## src/rtl/machine_parser_pkg.sv

```systemverilog
// Shared types for the machine-list line parser: ASCII codes, record kinds, FSM states.
package machine_parser_pkg;

  typedef enum logic [7:0] {
    CH_NUL    = 8'h00,
    CH_LF     = 8'h0A,
    CH_SPACE  = 8'h20,
    CH_HASH   = 8'h23,
    CH_LPAREN = 8'h28,
    CH_RPAREN = 8'h29,
    CH_COMMA  = 8'h2C,
    CH_DOT    = 8'h2E,
    CH_0      = 8'h30,
    CH_1      = 8'h31,
    CH_2      = 8'h32,
    CH_3      = 8'h33,
    CH_4      = 8'h34,
    CH_5      = 8'h35,
    CH_6      = 8'h36,
    CH_7      = 8'h37,
    CH_8      = 8'h38,
    CH_9      = 8'h39,
    CH_LBRACK = 8'h5B,
    CH_RBRACK = 8'h5D,
    CH_LBRACE = 8'h7B,
    CH_RBRACE = 8'h7D
  } char_t;

  typedef enum logic [1:0] {
    KIND_LIGHTS  = 2'd0,
    KIND_BUTTON  = 2'd1,
    KIND_JOLTAGE = 2'd2,
    KIND_EOL     = 2'd3
  } kind_t;

  typedef logic [2:0] state_t;

  localparam state_t S_IDLE   = 3'd0;
  localparam state_t S_LIGHTS = 3'd1;
  localparam state_t S_GAP    = 3'd2;
  localparam state_t S_BUTTON = 3'd3;
  localparam state_t S_JOLT   = 3'd4;
  localparam state_t S_EOF    = 3'd5;

  function automatic logic is_digit(input logic [7:0] b);
    return (b >= 8'h30) && (b <= 8'h39);
  endfunction

endpackage

```

## src/rtl/decimal_accumulator.sv

```systemverilog
// Decimal digit accumulator: value = value*10 + digit, saturating at a run-time limit.
module decimal_accumulator #(
  parameter int WIDTH = 8
) (
  input  logic             clk,
  input  logic             rst,
  input  logic             clear,
  input  logic             digit_valid,
  input  logic [3:0]       digit,
  input  logic [WIDTH-1:0] limit,
  output logic [WIDTH-1:0] value,
  output logic             overflow
);

  // Four spare bits hold value*10+9 for any WIDTH-bit value.
  logic [WIDTH+3:0] next_wide;

  assign next_wide = {4'b0000, value} * (WIDTH+4)'(10) + {{WIDTH{1'b0}}, digit};
  assign overflow  = digit_valid && (next_wide > {4'b0000, limit});

  always_ff @(posedge clk) begin
    if (rst || clear) begin
      value <= '0;
    end else if (digit_valid) begin
      value <= overflow ? limit : next_wide[WIDTH-1:0];
    end
  end

endmodule

```

## src/rtl/machine_line_parser.sv

```systemverilog
// Byte-stream decoder for machine lines "[.##.] (3) (1,3) {3,5,4,7}\n" into typed records.
// Define JOLTAGE_DECODE_EN to decode '{...}' into JOLTAGE records; otherwise it is skipped.
module machine_line_parser
  import machine_parser_pkg::*;
#(
  parameter int MAX_WIRING_WIDTH = 16,
  parameter int JOLTAGE_WIDTH    = 10,
  parameter int MAX_ITEMS        = 16,
  localparam int IW              = $clog2(MAX_ITEMS)
) (
  input  logic                        clk,
  input  logic                        rst,
  input  logic                        inbound_valid,
  output logic                        inbound_ready,
  input  logic [7:0]                  inbound_byte,
  output logic                        out_valid,
  input  logic                        out_ready,
  output logic [1:0]                  out_kind,
  output logic [IW-1:0]               out_index,
  output logic                        out_last,
  output logic [MAX_WIRING_WIDTH-1:0] out_data,
  output logic                        end_of_file,
  output logic                        format_error,
  output logic [2:0]                  dbg_state
);

  localparam int MW  = MAX_WIRING_WIDTH;
  localparam int LCW = $clog2(MW + 1);
  localparam int AW  = (LCW > JOLTAGE_WIDTH) ? LCW : JOLTAGE_WIDTH;
  localparam logic [IW-1:0] ITEM_LAST = IW'(MAX_ITEMS - 1);

  // Handshakes: a byte moves when inbound_valid & inbound_ready, a record when
  // out_valid & out_ready; out_* are held while out_valid & ~out_ready.

  state_t          state, state_n;
  logic [MW-1:0]   light_mask, light_mask_n;
  logic [LCW-1:0]  light_cnt, light_cnt_n;
  logic [MW-1:0]   btn_mask, btn_mask_n;
  logic [IW-1:0]   btn_cnt, btn_cnt_n;
  logic            btn_full, btn_full_n;
  logic            acc_clear, acc_digit_valid, acc_ovf;
  logic [AW-1:0]   acc_value, acc_limit;
  logic            accept, emit, e_last, err;
  kind_t           e_kind;
  logic [IW-1:0]   e_index;
  logic [MW-1:0]   e_data;
`ifdef JOLTAGE_DECODE_EN
  localparam logic [AW-1:0] JOLT_MAX = AW'((64'd1 << JOLTAGE_WIDTH) - 64'd1);
  logic [IW-1:0]   jolt_cnt, jolt_cnt_n;
  logic            jolt_full, jolt_full_n;
  assign acc_limit = (state == S_JOLT) ? JOLT_MAX : '1;
`else
  assign acc_limit = '1;
`endif

  assign inbound_ready = (state == S_EOF) || !out_valid || out_ready;
  assign accept        = inbound_valid && inbound_ready;
  assign dbg_state     = state;

  decimal_accumulator #(.WIDTH(AW)) u_acc (
    .clk         (clk),
    .rst         (rst),
    .clear       (acc_clear),
    .digit_valid (acc_digit_valid),
    .digit       (inbound_byte[3:0]),
    .limit       (acc_limit),
    .value       (acc_value),
    .overflow    (acc_ovf)
  );

  always_comb begin
    state_n         = state;
    light_mask_n    = light_mask;
    light_cnt_n     = light_cnt;
    btn_mask_n      = btn_mask;
    btn_cnt_n       = btn_cnt;
    btn_full_n      = btn_full;
`ifdef JOLTAGE_DECODE_EN
    jolt_cnt_n      = jolt_cnt;
    jolt_full_n     = jolt_full;
`endif
    acc_clear       = 1'b0;
    acc_digit_valid = 1'b0;
    emit            = 1'b0;
    e_kind          = KIND_EOL;
    e_index         = '0;
    e_last          = 1'b0;
    e_data          = '0;
    err             = 1'b0;
    if (accept && state != S_EOF && inbound_byte != CH_SPACE) begin
      if (inbound_byte == CH_NUL) begin
        state_n = S_EOF;
      end else begin
        case (state)
          S_IDLE: begin
            if (inbound_byte == CH_LBRACK) begin
              state_n      = S_LIGHTS;
              light_mask_n = '0;
              light_cnt_n  = '0;
              btn_cnt_n    = '0;
              btn_full_n   = 1'b0;
`ifdef JOLTAGE_DECODE_EN
              jolt_cnt_n   = '0;
              jolt_full_n  = 1'b0;
`endif
            end else begin
              err = 1'b1;
            end
          end
          S_LIGHTS: begin
            if (inbound_byte == CH_DOT || inbound_byte == CH_HASH) begin
              if (light_cnt < LCW'(MW)) begin
                if (inbound_byte == CH_HASH) light_mask_n = light_mask | (MW'(1) << light_cnt);
                light_cnt_n = light_cnt + LCW'(1);
              end else begin
                err = 1'b1;
              end
            end else if (inbound_byte == CH_RBRACK) begin
              emit    = 1'b1;
              e_kind  = KIND_LIGHTS;
              e_data  = light_mask;
              state_n = S_GAP;
            end else begin
              err = 1'b1;
            end
          end
          S_GAP: begin
            if (inbound_byte == CH_LPAREN) begin
              state_n    = S_BUTTON;
              btn_mask_n = '0;
              acc_clear  = 1'b1;
            end else if (inbound_byte == CH_LBRACE) begin
              state_n   = S_JOLT;
              acc_clear = 1'b1;
            end else if (inbound_byte == CH_LF) begin
              emit       = 1'b1;
              e_kind     = KIND_EOL;
              btn_cnt_n  = '0;
              btn_full_n = 1'b0;
`ifdef JOLTAGE_DECODE_EN
              jolt_cnt_n  = '0;
              jolt_full_n = 1'b0;
`endif
              state_n    = S_IDLE;
            end else begin
              err = 1'b1;
            end
          end
          S_BUTTON: begin
            if (is_digit(inbound_byte)) begin
              acc_digit_valid = 1'b1;
            end else if (inbound_byte == CH_COMMA || inbound_byte == CH_RPAREN) begin
              if (acc_value < AW'(MW)) btn_mask_n = btn_mask | (MW'(1) << acc_value);
              else err = 1'b1;
              acc_clear = 1'b1;
              if (inbound_byte == CH_RPAREN) begin
                emit    = 1'b1;
                e_kind  = KIND_BUTTON;
                e_index = btn_cnt;
                e_data  = btn_mask_n;
                // An item after the counter has wrapped reuses an index.
                if (btn_full) err = 1'b1;
                if (btn_cnt == ITEM_LAST) begin
                  btn_cnt_n  = '0;
                  btn_full_n = 1'b1;
                end else begin
                  btn_cnt_n = btn_cnt + IW'(1);
                end
                state_n = S_GAP;
              end
            end else begin
              err = 1'b1;
            end
          end
          S_JOLT: begin
`ifdef JOLTAGE_DECODE_EN
            if (is_digit(inbound_byte)) begin
              acc_digit_valid = 1'b1;
            end else if (inbound_byte == CH_COMMA || inbound_byte == CH_RBRACE) begin
              emit      = 1'b1;
              e_kind    = KIND_JOLTAGE;
              e_index   = jolt_cnt;
              e_last    = (inbound_byte == CH_RBRACE);
              e_data    = MW'(acc_value);
              acc_clear = 1'b1;
              if (jolt_full) err = 1'b1;
              if (jolt_cnt == ITEM_LAST) begin
                jolt_cnt_n  = '0;
                jolt_full_n = 1'b1;
              end else begin
                jolt_cnt_n = jolt_cnt + IW'(1);
              end
              if (inbound_byte == CH_RBRACE) state_n = S_GAP;
            end else begin
              err = 1'b1;
            end
`else
            if (inbound_byte == CH_RBRACE) state_n = S_GAP;
`endif
          end
          default: state_n = S_IDLE;
        endcase
      end
    end
  end

  always_ff @(posedge clk) begin
    if (rst) begin
      state        <= S_IDLE;
      light_mask   <= '0;
      light_cnt    <= '0;
      btn_mask     <= '0;
      btn_cnt      <= '0;
      btn_full     <= 1'b0;
`ifdef JOLTAGE_DECODE_EN
      jolt_cnt     <= '0;
      jolt_full    <= 1'b0;
`endif
      out_valid    <= 1'b0;
      out_kind     <= 2'd0;
      out_index    <= '0;
      out_last     <= 1'b0;
      out_data     <= '0;
      end_of_file  <= 1'b0;
      format_error <= 1'b0;
    end else begin
      state      <= state_n;
      light_mask <= light_mask_n;
      light_cnt  <= light_cnt_n;
      btn_mask   <= btn_mask_n;
      btn_cnt    <= btn_cnt_n;
      btn_full   <= btn_full_n;
`ifdef JOLTAGE_DECODE_EN
      jolt_cnt   <= jolt_cnt_n;
      jolt_full  <= jolt_full_n;
`endif
      if (state_n == S_EOF) end_of_file <= 1'b1;
      if (err || acc_ovf) format_error <= 1'b1;
      // emit implies accept, so the register is free or draining this cycle.
      if (emit) begin
        out_valid <= 1'b1;
        out_kind  <= e_kind;
        out_index <= e_index;
        out_last  <= e_last;
        out_data  <= e_data;
      end else if (out_ready) begin
        out_valid <= 1'b0;
      end
    end
  end

endmodule

```

## config.mk

```make
export PLATFORM = sky130hd
export DESIGN_NAME = machine_line_parser
export DESIGN_NICKNAME = d
export VERILOG_FILES = /design/src/rtl/machine_parser_pkg.sv /design/src/rtl/decimal_accumulator.sv /design/src/rtl/machine_line_parser.sv
export SDC_FILE = /design/constraint.sdc
export NUM_CORES = 1
export LEC_CHECK = 0
export ABC_CLOCK_PERIOD_IN_PS = 4200
export CORE_MARGIN = 5
export CORE_UTILIZATION = 55
export CTS_CLUSTER_DIAMETER = 80
export DETAILED_ROUTE_END_ITERATION = 7
export MAX_ROUTING_LAYER = met4
export PLACE_DENSITY = 0.79
export SLEW_MARGIN = 20
export SYNTH_ARGS = -nofsm -noshare
export SYNTH_HDL_FRONTEND = slang
export SYNTH_SLANG_ARGS = --single-unit
```

## constraint.sdc

```tcl
create_clock -name clk -period 4.2 [get_ports clk]
set_input_delay 0.84 -clock clk [delete_from_list [all_inputs] [get_ports clk]]
set_output_delay 0.84 -clock clk [all_outputs]
set_load 0.03 [all_outputs]
```

==> impl_metrics.yaml, run 1 <==
clock_network:
  cts_resized: 0
  htree_levels: 3
  holdBufCountCts: 0
  clock_sinks: 80
  clk_pin_slew_ps: 90
  ctsLongestPathBuffers: 2
  postCtsSetupRepairBufs: 0
  cts_buffers: 9
  cts_tree: "done"
  cts_root_buf: "clkbuf_8"
  clock_latency_ps: 360
placement:
  place_hpwl_mm: 7.90
  place_congestion: 0.951
  port_buffers: 40
global_route:
  met1_usage_pct: 28.5
  overflow: 0
  antenna_found_initial: 0
  grt_pass1_vias: 3735
  grt_use_met2_pct: 36.1
  grt_util_all_layers_pct: 22.1
  grt_max_degree: 49
  grt_first_pass_wirelength_mm: 17.6
  grt_busiest_layer: "met2"
  use_met3_pct: 3.61
floorplanning:
  die_x_um: 100
  start_util_pct: 57.1
  io_pins: 42
  die-area_um2: 10000
  fp-row-count: 32
  core-area_um2: 7810
  die_y_um: 100
power_and_ir_drop:
  clockPowerShare_pct: 38.9
  internal_power_mw: 1.02
  ir_drop_mv: 0.161
  pwr-share-seq_pct: 55.2
  swShare_pct: 26.7
  power.switching_uw: 371
  powerDensity_nw_per_um2: 273
  pwr-share-comb_pct: 5.9
  cellLeakagePower_nw: 1.96
synth:
  synth_seq_cells: 80
  syn_area_per_cell_um2: 8.34
  ys_warn_count: 0
  ys.flop_type: "dfxtp_1"
  synth_fp_nets: 574
  synth_top_family_by_area: "simple AND/OR/NAND/NOR gates"
  netlist_instances: 534
  yosysSeqAreaShare_pct: 35.9
  post_synth_fa_ha_maj_area_fraction_pct: 8.20
  synth_xor_area_share_pct: 2.56
  synth_cell_types: 68
  muxShareOfSynthArea_pct: 4.30
  synth-simple-area-share_pct: 22.9
  synthArstFlopShare_pct: 0
  synth-compound-area-share_pct: 21.7
  synth_edf_count: 0
  syn_area_um2: 4460
min_path:
  holdPathStages: 2
  min_path_type: "reg -> reg"
routing:
  routedWlPerCell_um: 15.8
  dr.pass1.iters: 5
  drtAntennaViolNets: 0
  drt-initial-drc-count: 298
  vias: 4031
  routed_wl_mm: 10.6
  via_per_inst: 6.01
  remaining_drc_errors: 0
layout:
  fillers: 675
  mostFrequentLayoutCells: "80 x dfxtp_1, 66 x nor2_1, 51 x o21ai_0"
  nets: 604
  drive_gt1_share_pct: 7.03
  fin_util_pct: 65.1
  mostFrequentLayoutCell: "dfxtp_1"
  syn_to_final_growth_pct: 14.1
  diodes: 0
sta:
  setup_violations: 0
  fin_crit_ps: 3340
  tightestPinTransition_ps: 931
  finalSetupTns_ps: 0
  max-slew-margin-rel_pct: 37.4
  rsz0062_at_grt: "no"
  max_freq_mhz: 300
  drv_slew: 0
  period_share_pct: 79.4
  skew_ps: 10.7
  hold_violations: 0
outcome:
  status: "finished, final reports clean"
worst_setup_path:
  regToRegSetupSlack_ps: 860
  worst-path-max-fanout: 12
  r2r_cells: 10
  crit_path_end_kind: "flip-flop"
  critPathRequiredTime_ps: 4420
  crit_type: "reg -> reg"
  cp.arrival_ps: 3560
  start_kind: "flip-flop"
run:
  maxCapViolations: 0
[critical path, stage by stage (launching register included)]
cell	delay, ps
dfxtp_1	580
ha_1	230
ha_1	200
inv_1	70
fa_1	530
nor4b_1	480
and2_1	210
nand4_1	100
mux2_2	250
and3_1	400
a31oi_1	160
[synth_stat cells (3+ instances only)]
cell	count	area [µm²]
o2111ai_1	4	35.0
nor3b_1	5	37.5
a211oi_1	5	37.5
nand2_1	49	184
a31oi_1	18	113
xor2_1	6	52.6
nor4_1	4	25.0
a22o_1	5	43.8
clkbuf_1	17	63.8
nor2_1	66	248
a21o_1	3	22.5
o21ai_0	51	255
nand2b_1	6	37.5
inv_1	16	60.1
mux2i_1	18	180
nand2_2	3	18.8
a22oi_1	17	128
buf_2	6	30.0
nand3_1	7	35.0
nand4_1	10	62.6
nand3b_1	3	22.5
nor2b_1	12	75.1
dfxtp_1	80	1600
a32oi_1	3	26.3
ha_1	26	325
and3_1	5	31.3
xnor2_1	7	61.3
nor3_1	8	40.0
a21oi_1	27	135
[power groups by stage]
stage | Clock (mW) | Sequential, mW | Combinational (mW)
final | 0.540 | 0.767 | 0.0823
after global routing | 0.578 | 0.768 | 0.0889
after CTS | 0.544 | 0.767 | 0.0816
after detailed placement | 0 | 0.785 | 0.0812
after global placement | 0 | 0.785 | 0.0808
after floorplan | 0 | 0.787 | 0.0496
[final timing paths]
check	startpoint	endpoint
worst min register to register	light_mask[6]$_SDFFE_PP0P_	light_mask[6]$_SDFFE_PP0P_
worst min-delay path	light_mask[6]$_SDFFE_PP0P_	light_mask[6]$_SDFFE_PP0P_
worst max register to register	u_acc.value[2]$_SDFFE_PP0P_	u_acc.value[2]$_SDFFE_PP0P_
worst max-delay path	u_acc.value[2]$_SDFFE_PP0P_	u_acc.value[2]$_SDFFE_PP0P_
[routing by layer]
layer | routed length (µm) | vias to the layer above
met3 | 612 | 13
met2 | 5090 | 145
met1 | 4750 | 1888
li1 | - | 1985
met4 | 142 | 0
met5 | 0 | -
[registers in the layout, summed over array words and instances (netlist names)]
register / count
btn_full: 1
btn_mask: 16
light_mask: 16
dbg_state: 3
btn_cnt: 4
out_data: 16
out_index: 4
format_error: 1
light_cnt: 5
u_acc.value: 10
end_of_file: 1
out_valid: 1
out_kind: 2
[final cells by class]
type,instances,area (µm²),share of cell area [%]
multi-input cells,411,2660,52.4
clock buffers,9,124,2.44
well taps,102,128,2.51
flip-flops and latches,80,1600,31.5
repair buffers,46,445,8.76
inverters,16,60.1,1.18
clock inverters,7,63.8,1.25
[logic make-up after synthesis]
| kind of cell | Yosys count |
|---|---|
| AO/OA/AOI/OAI | 151 |
| AND/OR/NAND/NOR | 199 |
| adder cells (fa/ha/maj) | 28 |
| other | 1 |
| buffers and inverters | 43 |
| multiplexers | 19 |
| flip-flops | 80 |
| XOR/XNOR | 13 |
[stage by stage]
stage	cells	setup WS [ps]	hold WS (ps)	instance area (µm²)	power [mW]
global placement	655	606	437	4900	0.865
finish	671	864	467	5080	1.39
global route	671	603	483	5080	1.43
floorplan	534	1360	425	4460	0.837
CTS	671	849	462	5080	1.39
detailed placement	655	525	442	4900	0.866
No activity file was read; power rests on OpenSTA's default activity.
==> run 2: changes to the inputs <==
ABC_CLOCK_PERIOD_IN_PS = 3400   (was 4200)
clock period = 3.4 ns   (was 4.2 ns; I/O delays follow)
==> impl_metrics.yaml, run 2 (synthesis results as in run 1) <==
layout:
  post-route-cell-area_um2: 5300
  syn_to_final_growth_pct: 19.0
  mostFrequentLayoutCell: "dfxtp_1"
  drive_gt1_share_pct: 10.9
  largestRegisters: "btn_mask x16, light_mask x16, out_data x16"
  nets: 629
  diodes: 0
  stdcell_count: 696
  mostFrequentLayoutCells: "80 x dfxtp_1, 66 x nor2_1, 51 x o21ai_0"
  fin_util_pct: 67.9
global_route:
  met1_usage_pct: 29.2
  grt_busiest_layer: "met2"
  grt_first_pass_wirelength_mm: 18.2
  grt_max_degree: 26
  grt_util_all_layers_pct: 22.8
  grt_use_met2_pct: 37.4
  antenna_found_initial: 0
  use_met3_pct: 2.85
  overflow: 0
  grt_pass1_vias: 3867
power_and_ir_drop:
  cellLeakagePower_nw: 2.10
  powerDensity_nw_per_um2: 339
  p_total_mw: 1.80
  ir_drop_mv: 0.216
sta:
  setup_slack_ps: 241
  hold_violations: 0
  setup_violations: 0
  period_share_pct: 92.9
  skew_ps: 12.3
  tightestPinTransition_ps: 959
  finalSetupTns_ps: 0
  max_freq_mhz: 317
  drv_slew: 0
  rsz0062_at_grt: "no"
  max-slew-margin-rel_pct: 35.6
  hold-worst-slack_ps: 456
  fin_crit_ps: 3160
placement:
  dpl.cell_count: 680
  place_congestion: 0.917
  port_buffers: 40
  place_hpwl_mm: 8.20
  place_area_um2: 5090
  pre_cts_ws_ps: -20.3
floorplanning:
  core-area_um2: 7810
  die_x_um: 100
  die-area_um2: 10000
  io_pins: 42
  start_util_pct: 57.1
  fp-row-count: 32
  die_y_um: 100
clock_network:
  htree_levels: 3
  cts_root_buf: "clkbuf_8"
  ctsLongestPathBuffers: 2
  cts_resized: 0
  holdBufCountCts: 0
  clock_latency_ps: 350
  postCtsSetupRepairBufs: 0
  clk_pin_slew_ps: 80
  clock_sinks: 80
  cts_tree: "done"
  cts_buffers: 9
routing:
  drtAntennaViolNets: 0
  vias: 4135
  routedWlPerCell_um: 15.5
  drt-initial-drc-count: 251
  dr.pass1.iters: 5
  routed_wl_mm: 10.8
  remaining_drc_errors: 0
  via_per_inst: 5.94
worst_setup_path:
  worst-path-max-fanout: 11
  start_kind: "flip-flop"
  crit_type: "reg -> reg"
  cp.arrival_ps: 3360
  crit_path_end_kind: "flip-flop"
  critPathRequiredTime_ps: 3600
outcome:
  status: "finished, final reports clean"
run:
  maxCapViolations: 0
min_path:
  min_path_type: "reg -> reg"
run 2: power breakdown:
part / internal [mW] / switching [mW] / total, mW
Combinational: 0.0460 / 0.0683 / 0.114
Sequential: 0.940 / 0.00713 / 0.947
Clock: 0.370 / 0.365 / 0.734
Total: 1.36 / 0.440 / 1.80
run 2: path summary, 6_finish.rpt:
kind | from | to | slack, ps | depth (start not counted)
worst min-delay path | out_index[3]$_SDFFE_PP0P_ | out_index[3]$_SDFFE_PP0P_ | 460 | 2
worst max register to register | u_acc.value[0]$_SDFFE_PP0P_ | u_acc.value[5]$_SDFFE_PP0P_ | 240 | 10
worst max-delay path | u_acc.value[0]$_SDFFE_PP0P_ | u_acc.value[5]$_SDFFE_PP0P_ | 240 | 10
worst min register to register | out_index[3]$_SDFFE_PP0P_ | out_index[3]$_SDFFE_PP0P_ | 460 | 2
run 2: per-layer routing:
layer,up-vias,wire [µm]
met5,-,0
met4,0,247
met3,27,594
met2,135,5180
met1,1938,4780
li1,2035,-
run 2: worst max-delay path, cell delays in order, from the launching register on:
cell     delay (ps)
dfxtp_1         460
ha_1            200
ha_1            190
inv_1            70
fa_1            490
nor4b_1         480
and2_1          230
nand4_1         110
mux2_2          240
and3_1          400
a31oi_1         140
run 2: cell type report:
| class | instances | area, µm² |
|---|---|---|
| sequential | 80 | 1600 |
| clock buffer | 10 | 138 |
| inverter | 16 | 60.1 |
| tap | 102 | 128 |
| fill | 651 | 2510 |
| multi-input combinational | 411 | 2660 |
| clock inverter | 6 | 75.1 |
| timing repair buffer | 71 | 637 |
==> run 3: changes to the inputs <==
SKIP_CTS_REPAIR_TIMING = 1   (was not set)
==> results of run 3 <==
Final layout, timing and power as in run 2 (identical DEF).
